===== config.mk =====
export PLATFORM = sky130hd
export DESIGN_NAME = whack_game_ctrl
export DESIGN_NICKNAME = d
export VERILOG_FILES = /design/src/rtl/whack_game_ctrl.sv
export SDC_FILE = /design/constraint.sdc
export NUM_CORES = 1
export LEC_CHECK = 0
export CORE_UTILIZATION = 56
export CTS_CLUSTER_SIZE = 40
export DETAILED_ROUTE_END_ITERATION = 8
export PLACE_DENSITY = 0.79
export SYNTH_ARGS = -nofsm -noshare
export SYNTH_HDL_FRONTEND = slang
export SYNTH_SLANG_ARGS = --single-unit

===== constraint.sdc =====
create_clock -name clk -period 3.3 [get_ports clk]
set_clock_uncertainty 0.15 [all_clocks]
set_input_delay 0.99 -clock clk [delete_from_list [all_inputs] [get_ports clk]]
set_output_delay 0.99 -clock clk [all_outputs]
set_load 0.02 [all_outputs]

===== src/rtl/whack_game_ctrl.sv =====
`default_nettype none
// +----------------------------------------------------------------------------+
// | whack_game_ctrl                                                            |
// | Game-phase sequencer: mole selection from a Galois LFSR, score and lives.  |
// | Revision: 1.0                                                              |
// +----------------------------------------------------------------------------+
module whack_game_ctrl #(
  parameter int                NUM_MOLES  = 4,
  parameter int                LFSR_W     = 16,
  parameter logic [LFSR_W-1:0] LFSR_TAPS  = 16'hB400,
  parameter int                UP_CYCLES  = 25_000_000,
  parameter int                GAP_CYCLES = 5_000_000,
  parameter int                SCORE_W    = 8,
  parameter int                LIVES      = 3,
  localparam int               c_IW       = (NUM_MOLES > 2) ? $clog2(NUM_MOLES) : 1
) (
  input  logic                 clk,
  input  logic                 reset,
  input  logic                 start,
  input  logic                 hit_valid,
  input  logic [c_IW-1:0]      hit_idx,
  input  logic                 game_timeout,
  input  logic [LFSR_W-1:0]    seed,
  output logic [2:0]           state,
  output logic [NUM_MOLES-1:0] mole_onehot,
  output logic [c_IW-1:0]      mole_idx,
  output logic                 game_start,
  output logic                 draw_enable,
  output logic [SCORE_W-1:0]   score,
  output logic [SCORE_W-1:0]   misses,
  output logic [3:0]           lives,
  output logic                 game_over
);

  localparam logic [2:0] c_IDLE = 3'd0;
  localparam logic [2:0] c_ARM  = 3'd1;
  localparam logic [2:0] c_UP   = 3'd2;
  localparam logic [2:0] c_HIT  = 3'd3;
  localparam logic [2:0] c_OVER = 3'd4;

  localparam int               c_CNT_MAX = (UP_CYCLES > GAP_CYCLES) ? UP_CYCLES : GAP_CYCLES;
  localparam int               c_CW      = $clog2(c_CNT_MAX + 1);
  localparam logic [SCORE_W-1:0] c_SAT   = '1;
  localparam logic [3:0]       c_LIVES   = 4'(LIVES);

  logic [2:0]           r_state;
  logic [2:0]           w_state_nx;
  logic                 r_prev_start;
  logic [c_CW-1:0]      r_cnt;
  logic [LFSR_W-1:0]    r_lfsr;
  logic [LFSR_W-1:0]    w_lfsr_nx;

  logic                 w_start_edge;
  logic                 w_hit_ok;
  logic                 w_hit_bad;
  logic                 w_up_done;
  logic                 w_gap_done;
  logic                 w_lose_life;
  logic                 w_last_life;
  logic [c_IW-1:0]      w_cand_raw;
  logic [c_IW-1:0]      w_cand;
  logic [c_IW-1:0]      w_mole_sel;

  logic [c_IW-1:0]      w_mole_nx;
  logic [NUM_MOLES-1:0] w_onehot_nx;
  logic [SCORE_W-1:0]   w_score_nx;
  logic [SCORE_W-1:0]   w_misses_nx;
  logic [3:0]           w_lives_nx;
  logic                 w_game_start_nx;

  assign state        = r_state;
  assign w_start_edge = start & ~r_prev_start;
  assign w_hit_ok     = hit_valid && (hit_idx == mole_idx);
  assign w_hit_bad    = hit_valid && (hit_idx != mole_idx);
  assign w_up_done    = (r_cnt == c_CW'(UP_CYCLES - 1));
  assign w_gap_done   = (r_cnt == c_CW'(GAP_CYCLES - 1));
  // A wrong hit coinciding with expiry costs only one miss and one life.
  assign w_lose_life  = w_hit_bad || w_up_done;
  assign w_last_life  = (lives <= 4'd1);

  // Fold the raw LFSR slice into range, then step past the previous mole.
  assign w_cand_raw = r_lfsr[c_IW-1:0];
  assign w_cand     = ({1'b0, w_cand_raw} >= (c_IW+1)'(NUM_MOLES))
                    ? w_cand_raw - c_IW'(NUM_MOLES) : w_cand_raw;
  assign w_mole_sel = (w_cand != mole_idx) ? w_cand
                    : (w_cand == c_IW'(NUM_MOLES - 1)) ? '0 : w_cand + c_IW'(1);

  always_ff @(posedge clk or negedge reset) begin
    if (!reset) begin
      r_state <= c_IDLE;
    end else begin
      r_state <= w_state_nx;
    end
  end

  always_comb begin
    w_state_nx = r_state;
    case (r_state)
      c_IDLE: if (w_start_edge) w_state_nx = c_ARM;
      c_ARM: begin
        if (game_timeout)    w_state_nx = c_OVER;
        else if (w_gap_done) w_state_nx = c_UP;
      end
      c_UP: begin
        if (game_timeout)  w_state_nx = c_OVER;
        else if (w_hit_ok) w_state_nx = c_HIT;
        else if (w_lose_life) begin
          if (w_last_life)    w_state_nx = c_OVER;
          else if (w_up_done) w_state_nx = c_ARM;
        end
      end
      c_HIT:  w_state_nx = game_timeout ? c_OVER : c_ARM;
      c_OVER: if (w_start_edge) w_state_nx = c_IDLE;
      default: w_state_nx = c_IDLE;
    endcase
  end

  always_comb begin
    w_score_nx      = score;
    w_misses_nx     = misses;
    w_lives_nx      = lives;
    w_mole_nx       = mole_idx;
    w_game_start_nx = 1'b0;
    w_lfsr_nx       = r_lfsr;
    if (r_state != c_IDLE) begin
      w_lfsr_nx = (r_lfsr >> 1) ^ (r_lfsr[0] ? LFSR_TAPS : '0);
    end
    case (r_state)
      c_IDLE: begin
        if (w_start_edge) begin
          w_lfsr_nx       = (seed == '0) ? LFSR_W'(1) : seed;
          w_score_nx      = '0;
          w_misses_nx     = '0;
          w_lives_nx      = c_LIVES;
          w_game_start_nx = 1'b1;
        end
      end
      c_ARM: if (!game_timeout && w_gap_done) w_mole_nx = w_mole_sel;
      c_UP: begin
        if (!game_timeout) begin
          if (w_hit_ok) begin
            if (score != c_SAT) w_score_nx = score + SCORE_W'(1);
          end else if (w_lose_life) begin
            if (misses != c_SAT) w_misses_nx = misses + SCORE_W'(1);
            if (lives != 4'd0)   w_lives_nx  = lives - 4'd1;
          end
        end
      end
      default: ;
    endcase
    w_onehot_nx = '0;
    if (w_state_nx == c_UP) w_onehot_nx = NUM_MOLES'(1) << w_mole_nx;
  end

  always_ff @(posedge clk or negedge reset) begin
    if (!reset) begin
      r_prev_start <= 1'b0;
      r_cnt        <= '0;
      r_lfsr       <= LFSR_W'(1);
      mole_onehot  <= '0;
      mole_idx     <= '0;
      game_start   <= 1'b0;
      draw_enable  <= 1'b0;
      score        <= '0;
      misses       <= '0;
      lives        <= c_LIVES;
      game_over    <= 1'b0;
    end else begin
      r_prev_start <= start;
      if (w_state_nx != r_state) begin
        r_cnt <= '0;
      end else if (r_state == c_ARM || r_state == c_UP) begin
        r_cnt <= r_cnt + c_CW'(1);
      end
      r_lfsr      <= w_lfsr_nx;
      mole_onehot <= w_onehot_nx;
      mole_idx    <= w_mole_nx;
      game_start  <= w_game_start_nx;
      draw_enable <= 1'b1;
      score       <= w_score_nx;
      misses      <= w_misses_nx;
      lives       <= w_lives_nx;
      game_over   <= (w_state_nx == c_OVER);
    end
  end

endmodule
`default_nettype wire


==> results of run 1 <==
[power groups by stage]
stage	clock [mW]	sequential (mW)	combinational, mW
after detailed placement	0	1.17	0.686
after global routing	0.918	1.18	0.760
after CTS	0.885	1.16	0.692
after floorplan	0	1.14	0.495
final	0.874	1.16	0.691
after global placement	0	1.17	0.658
[flip-flops by register name, summed over array words and instances, names as in the netlist]
name	cells
game_over	1
mole_onehot	4
game_start	1
misses	8
score	8
r_lfsr	16
lives	4
mole_idx	2
r_prev_start	1
r_cnt	25
draw_enable	1
state	3
[logic make-up after synthesis]
kind of cell	synth area share, %
compound gates	9.44
buf+inv	2.81
other cells	0.0895
mux	4.57
simple gates	27.3
xor+xnor	9.41
flops	44.3
fa+ha+maj	2.09
[final cells by class]
type                    instances  area share (%)
clock buffers                  10            2.67
clock inverters                 6            2.21
inverters                       9           0.656
multi-input cells             320            43.1
flip-flops and latches         74            36.1
well taps                      99            2.41
repair buffers                 68            12.9
[path summary, 6_finish.rpt]
kind	startpoint	endpoint	slack, ps
setup / recovery	state[2]$_DFF_PN0_	state[2]	440
hold / removal	r_lfsr[9]$_DFF_PN0_	r_lfsr[8]$_DFF_PN0_	340
setup reg to reg	r_cnt[6]$_DFFE_PN0P_	misses[6]$_DFFE_PN0P_	730
hold reg to reg	r_lfsr[9]$_DFF_PN0_	r_lfsr[8]$_DFF_PN0_	340
max in group asynchronous	reset	r_cnt[9]$_DFFE_PN0P_	1810
min in group asynchronous	reset	r_lfsr[2]$_DFF_PN0_	510
[through the flow]
stage	power [mW]	instance area (um2)	utilization (%)	worst slack [ps]
global placement	1.83	4890	67.5	133
global route	2.86	5150	71.0	309
floorplan	1.63	4190	-	645
CTS	2.74	5150	71.0	427
finish	2.73	5150	71.0	441
detailed placement	1.86	4890	67.5	89.8
[layout by cell type (no fill, tap or decap), types with 12 or more instances in the layout]
cell type        Yosys  layout
nand3_1             16      16
xnor2_1             21      21
nor3_1              15      15
xor2_1              24      24
clkdlybuf4s50_1      0      53
buf_4                0      12
o21ai_0             23      23
nor2_1              52      52
dfrtp_1             71      71
nand4_1             16      16
nand2_1             39      39
mux2i_1             18      18
[layer usage]
layer | vias to the layer above | global-route usage (%) | part of all wire (%)
met4 | 0 | 12.6 | 2.0
li1 | 1616 | - | -
met3 | 19 | 4.01 | 3.7
met5 | - | 0 | 0
met1 | 1576 | 33.6 | 46
met2 | 70 | 39.8 | 48
==> flow_metrics.env, run 1 <==
export IMPL_cts_setup_buffers=0
export IMPL_area_growth_pct=22.8
export IMPL_die_x_um=88.5
export IMPL_critical_path_slowest_cell="clkdlybuf4s50_1"
export IMPL_layout_drive_gt1_share_pct=12.7
export IMPL_hold_viol=0
export IMPL_ys_seq_area_share_pct=44.3
export IMPL_tightest_slew_ps=654
export IMPL_intPower_mw=1.84
export IMPL_syn_area_per_cell_um2=10.0
export IMPL_placed_cells=570
export IMPL_drc=0
export IMPL_crit_chain="clkdlybuf4s50_1"
export IMPL_grt_max_degree=34
export IMPL_cts_tree="done"
export IMPL_relSlewSlack_pct=56.4
export IMPL_ys_flop_type="dfrtp_1"
export IMPL_critPathMaxStageDelay_ps=700
export IMPL_drtPass1Iterations=4
export IMPL_die_area_mm2=0.00783
export IMPL_synth_top_cell_area_share_pct=42.4
export IMPL_reg2reg_depth=7
export IMPL_start_util_pct=57.8
export IMPL_p_clk_share_pct=32.1
export IMPL_cp_arrival_ps=1720
export IMPL_cts_resized=0
export IMPL_nFillCells=538
export IMPL_clkLatencyLatePin_ps=360
export IMPL_synth_most_common_cell="dfrtp_1"
export IMPL_cp_data_required_time_ps=2160
export IMPL_max_freq_ghz=0.350
export IMPL_routed_wl_um=9070
export IMPL_multi_input_area_mm2=0.00222
export IMPL_cp_start_kind="flop"
export IMPL_wire_per_inst_um=15.5
export IMPL_p_seq_share_pct=42.6
export IMPL_p_comb_share_pct=25.4
export IMPL_drtIter0Drc=163
export IMPL_finalNonFillerCells=586
export IMPL_boundaryPins=55
export IMPL_syn_nets=449
export IMPL_setup_viol=0
export IMPL_cts_sinks=74
export IMPL_cp_max_fo=17
export IMPL_maxCapViolCount=0
export IMPL_finalCritPeriodShare_pct=86.6
export IMPL_cts_hold_buf=0
export IMPL_synthTopCellsByArea="dfrtp_1 42%, xor2_1 5.0%, nor2_1 4.7%"
export IMPL_power_share_switching_pct=32.3
export IMPL_clock_path_buffers=2
export IMPL_crit_cells=1
export IMPL_critPathCaptureType="output pin"
export IMPL_rsz0062_at_grt="no"
export IMPL_die_h_um=88.5
export IMPL_finalCriticalPeriod_ps=2860
export IMPL_register_area_mm2=0.00186
export IMPL_cts_buffers=9
export IMPL_ir_drop_mv=0.291
export IMPL_status="completed"
export IMPL_via_per_inst=5.60
export IMPL_synthTopCellsByCount="71 x dfrtp_1, 52 x nor2_1, 39 x nand2_1, 24 x xor2_1, 23 x o21ai_0"
export IMPL_place_congestion=0.874
export IMPL_cp_num_buf_inv=1
export IMPL_final_setup_tns_ps=0
export IMPL_diodes=0
export IMPL_row_count=31
export IMPL_path_class="reg -> out"
export IMPL_grt_overflow=0
export IMPL_netlist_instances=419
export IMPL_synth_area_mm2=0.00419
export IMPL_p_sw_uw=881
export IMPL_clock_root_buffer="clkbuf_8"
export IMPL_hold_depth=2
export IMPL_nets=512
export IMPL_power_leakage_nw=2.23
export IMPL_synth_top_area_cell="dfrtp_1"
export IMPL_grt_pass1_vias=3201
export IMPL_dr_total_vias=3281
export IMPL_yosysUniqueCellTypes=61
export IMPL_worstHoldPathType="reg -> reg"
export IMPL_route_antenna_remaining_nets=0
export IMPL_drv_slew=0
export IMPL_io_buffers=54
export IMPL_htreeDepth=3
export IMPL_ys_async_sr_fraction_pct=100
export IMPL_dp_final_hpwl_um=6340
export IMPL_grt_antenna_before_repair=0
export IMPL_yosysWarnings=0
export IMPL_grt_usage_pct=25.1
export IMPL_synth_edf_count=0
export IMPL_hold_ws_ps=340
export IMPL_coreArea_mm2=0.00725
export IMPL_clk_pin_slew_ps=80
export IMPL_grt_pass1_wl_um=14900
export IMPL_ys_ff_latch=74
export IMPL_crit_family="buffers and inverters"
export IMPL_power_per_cell_area_mw_per_mm2=530
No activity file was read; power rests on OpenSTA's default activity.
==> run 2, diff against run 1 <==
--- a/config.mk
+++ b/config.mk
@@ -5,10 +5,13 @@
 export SDC_FILE = /design/constraint.sdc
 export NUM_CORES = 1
 export LEC_CHECK = 0
+export ABC_AREA = 1
 export CORE_UTILIZATION = 56
+export CTS_BUF_LIST = sky130_fd_sc_hd__clkbuf_8 sky130_fd_sc_hd__clkbuf_16
 export CTS_CLUSTER_SIZE = 40
 export DETAILED_ROUTE_END_ITERATION = 8
-export PLACE_DENSITY = 0.79
+export HOLD_SLACK_MARGIN = 0.15
+export PLACE_DENSITY = 0.78
 export SYNTH_ARGS = -nofsm -noshare
 export SYNTH_HDL_FRONTEND = slang
 export SYNTH_SLANG_ARGS = --single-unit
==> flow_metrics.env, run 2 <==
export IMPL_status="completed"
export IMPL_routed_wl_um=9450
export IMPL_register_area_mm2=0.00186
export IMPL_synth_fa_ha_area_share_pct=2.00
export IMPL_netlist_instances=533
export IMPL_synth_compound_area_share_pct=6.13
export IMPL_synth_xor_area_share_pct=6.39
export IMPL_synth_area_mm2=0.00439
export IMPL_clock_path_buffers=2
export IMPL_multi_input_area_mm2=0.00217
export IMPL_nFillCells=598
export IMPL_finalCriticalPeriod_ps=2730
export IMPL_top_register="r_cnt"
export IMPL_top_regs="r_cnt: 25 flops, r_lfsr: 16 flops"
export IMPL_row_count=31
export IMPL_layout_common_cells="92 x nand2_1, 71 x dfrtp_1, 64 x inv_1, 61 x nand3_1, 53 x clkdlybuf4s50_1"
export IMPL_route_antenna_remaining_nets=0
export IMPL_cp_arrival_ps=2820
export IMPL_wire_per_inst_um=13.6
export IMPL_yosysWarnings=0
export IMPL_syn_area_per_cell_um2=8.23
export IMPL_drtIter0Drc=308
export IMPL_grt_overflow=0
export IMPL_setup_viol=0
export IMPL_cts_setup_buffers=0
export IMPL_critical_path_slowest_cell="clkdlybuf4s50_1"
export IMPL_area_growth_pct=19.6
export IMPL_max_freq_ghz=0.366
export IMPL_grt_pass1_wl_um=16400
export IMPL_synth_area_mux_share_pct=0.485
export IMPL_die_x_um=90.5
export IMPL_ys_async_sr_fraction_pct=100
export IMPL_syn_nets=563
export IMPL_drv_slew=0
export IMPL_cp_start_kind="primary input"
export IMPL_pre_cts_ws_ps=207
export IMPL_dr_total_vias=3787
export IMPL_ys_seq_area_share_pct=42.3
export IMPL_maxCapViolCount=0
export IMPL_synth_edf_count=0
export IMPL_rsz0062_at_grt="no"
export IMPL_htreeDepth=3
export IMPL_cts_sinks=74
export IMPL_synth_most_common_cell="nand2_1"
export IMPL_layout_drive_gt1_share_pct=14.7
export IMPL_critPathCaptureType="flop"
export IMPL_power_per_cell_area_mw_per_mm2=544
export IMPL_start_util_pct=59.2
export IMPL_cts_tree="done"
export IMPL_drc=0
export IMPL_die_h_um=90.5
export IMPL_grt_antenna_before_repair=0
export IMPL_cp_max_fo=17
export IMPL_synthTopCellsByCount="92 x nand2_1, 71 x dfrtp_1, 62 x inv_1, 61 x nand3_1, 33 x nor2_1"
export IMPL_clkLatencyLatePin_ps=350
export IMPL_boundaryPins=55
export IMPL_largest_reg_flops=25
export IMPL_ys_ff_latch=74
export IMPL_final_setup_tns_ps=0
export IMPL_nets=623
export IMPL_io_buffers=54
export IMPL_synth_top_family_by_area="simple AND/OR/NAND/NOR gates"
export IMPL_ir_drop_mv=0.354
export IMPL_synth_simple_area_share_pct=34.4
export IMPL_yosysUniqueCellTypes=40
export IMPL_critPathMaxStageDelay_ps=480
export IMPL_dp_final_hpwl_um=6760
export IMPL_cts_hold_buf=0
export IMPL_power_leakage_nw=2.25
export IMPL_cp_data_required_time_ps=3390
export IMPL_clock_root_buffer="clkbuf_8"
export IMPL_synth_top_area_cell="dfrtp_1"
export IMPL_synthTopCellsByArea="dfrtp_1 40%, nand2_1 7.9%, nand3_1 7.0%"
export IMPL_drtPass1Iterations=6
export IMPL_finalCritPeriodShare_pct=82.8
export IMPL_crit_chain="clkdlybuf4s50_1, inv_1, nor2_1, inv_2, nand2_1, o21ai_0, inv_1, nand3_1, nor3_1, nand3_1, nand2_1, nor2_1"
export IMPL_synth_top_cell_area_share_pct=40.5
export IMPL_via_per_inst=5.43
export IMPL_layout_commonest_cell="nand2_1"
export IMPL_grt_max_degree=75
export IMPL_coreArea_mm2=0.00741
export IMPL_worstHoldPathType="reg -> reg"
export IMPL_path_class="in -> reg"
export IMPL_diodes=0
export IMPL_ys_flop_type="dfrtp_1"
export IMPL_grt_pass1_vias=3639
export IMPL_fin_ws_ps=569
export IMPL_clk_pin_slew_ps=70
export IMPL_grt_usage_pct=24.7
export IMPL_place_congestion=0.942
export IMPL_cts_buffers=9
export IMPL_cts_resized=0
export IMPL_die_area_mm2=0.00820
export IMPL_hold_viol=0
run 2: logic make-up after synthesis:
group                      after synthesis
AOI/OAI and AO/OA                       45
xor gates and xnor gates                32
buffers and inverters                   87
DFF                                     74
other                                    1
and+or+nand+nor                        285
muxes                                    2
adders and majority gates                7
run 2: per-layer routing:
layer	up-vias	GRT usage, %	part of all wire [%]
met4	0	9.95	2.1
met2	98	43.2	50
met1	1811	30.5	45
met3	21	3.45	3.5
met5	-	0	0
li1	1857	-	-
run 2: worst paths after layout:
| kind | from | endpoint | slack, ps | depth (start not counted) |
|---|---|---|---|---|
| setup / recovery | start | score[4]$_DFFE_PN0P_ | 570 | 12 |
| hold / removal | r_lfsr[6]$_DFF_PN0_ | r_lfsr[5]$_DFF_PN0_ | 350 | 2 |
| setup reg to reg | state[1]$_DFF_PN0_ | r_cnt[18]$_DFFE_PN0P_ | 760 | 11 |
| hold reg to reg | r_lfsr[6]$_DFF_PN0_ | r_lfsr[5]$_DFF_PN0_ | 350 | 2 |
| max in group asynchronous | reset | lives[1]$_DFFE_PN1P_ | 2150 | 2 |
| min in group asynchronous | reset | misses[4]$_DFFE_PN0P_ | 510 | 2 |
run 2: where the power goes:
part	internal (mW)	switching [mW]	leakage, nW
Clock	0.419	0.343	0.116
Sequential	1.04	0.103	0.984
Combinational	0.330	0.626	1.15
run 2: per-stage QoR:
step	util, %	instance area, um2	power, mW	instances	hold slack [ps]
6_report	70.8	5250	2.86	697	354
3_5_place_dp	68.0	5040	2.11	681	332
3_3_place_gp	68.0	5040	2.08	681	325
2_1_floorplan	-	4390	1.89	533	316
5_1_grt	70.8	5250	3.03	697	381
4_1_cts	70.8	5250	2.87	697	351
run 2: area by class of cell:
class                   count  share of cell area, %
clock buffers               9                   2.36
flip-flops and latches     74                   35.4
inverters                  77                   5.51
clock inverters             7                   1.64
multi-input cells         372                   41.4
well taps                  99                   2.36
repair buffers             59                   11.4
run 2: critical path: cells and delay by family:
| kind | cells | cell delay, ps |
|---|---|---|
| simple gates | 7 | 970 |
| compound gates | 1 | 120 |
| buf+inv | 4 | 740 |
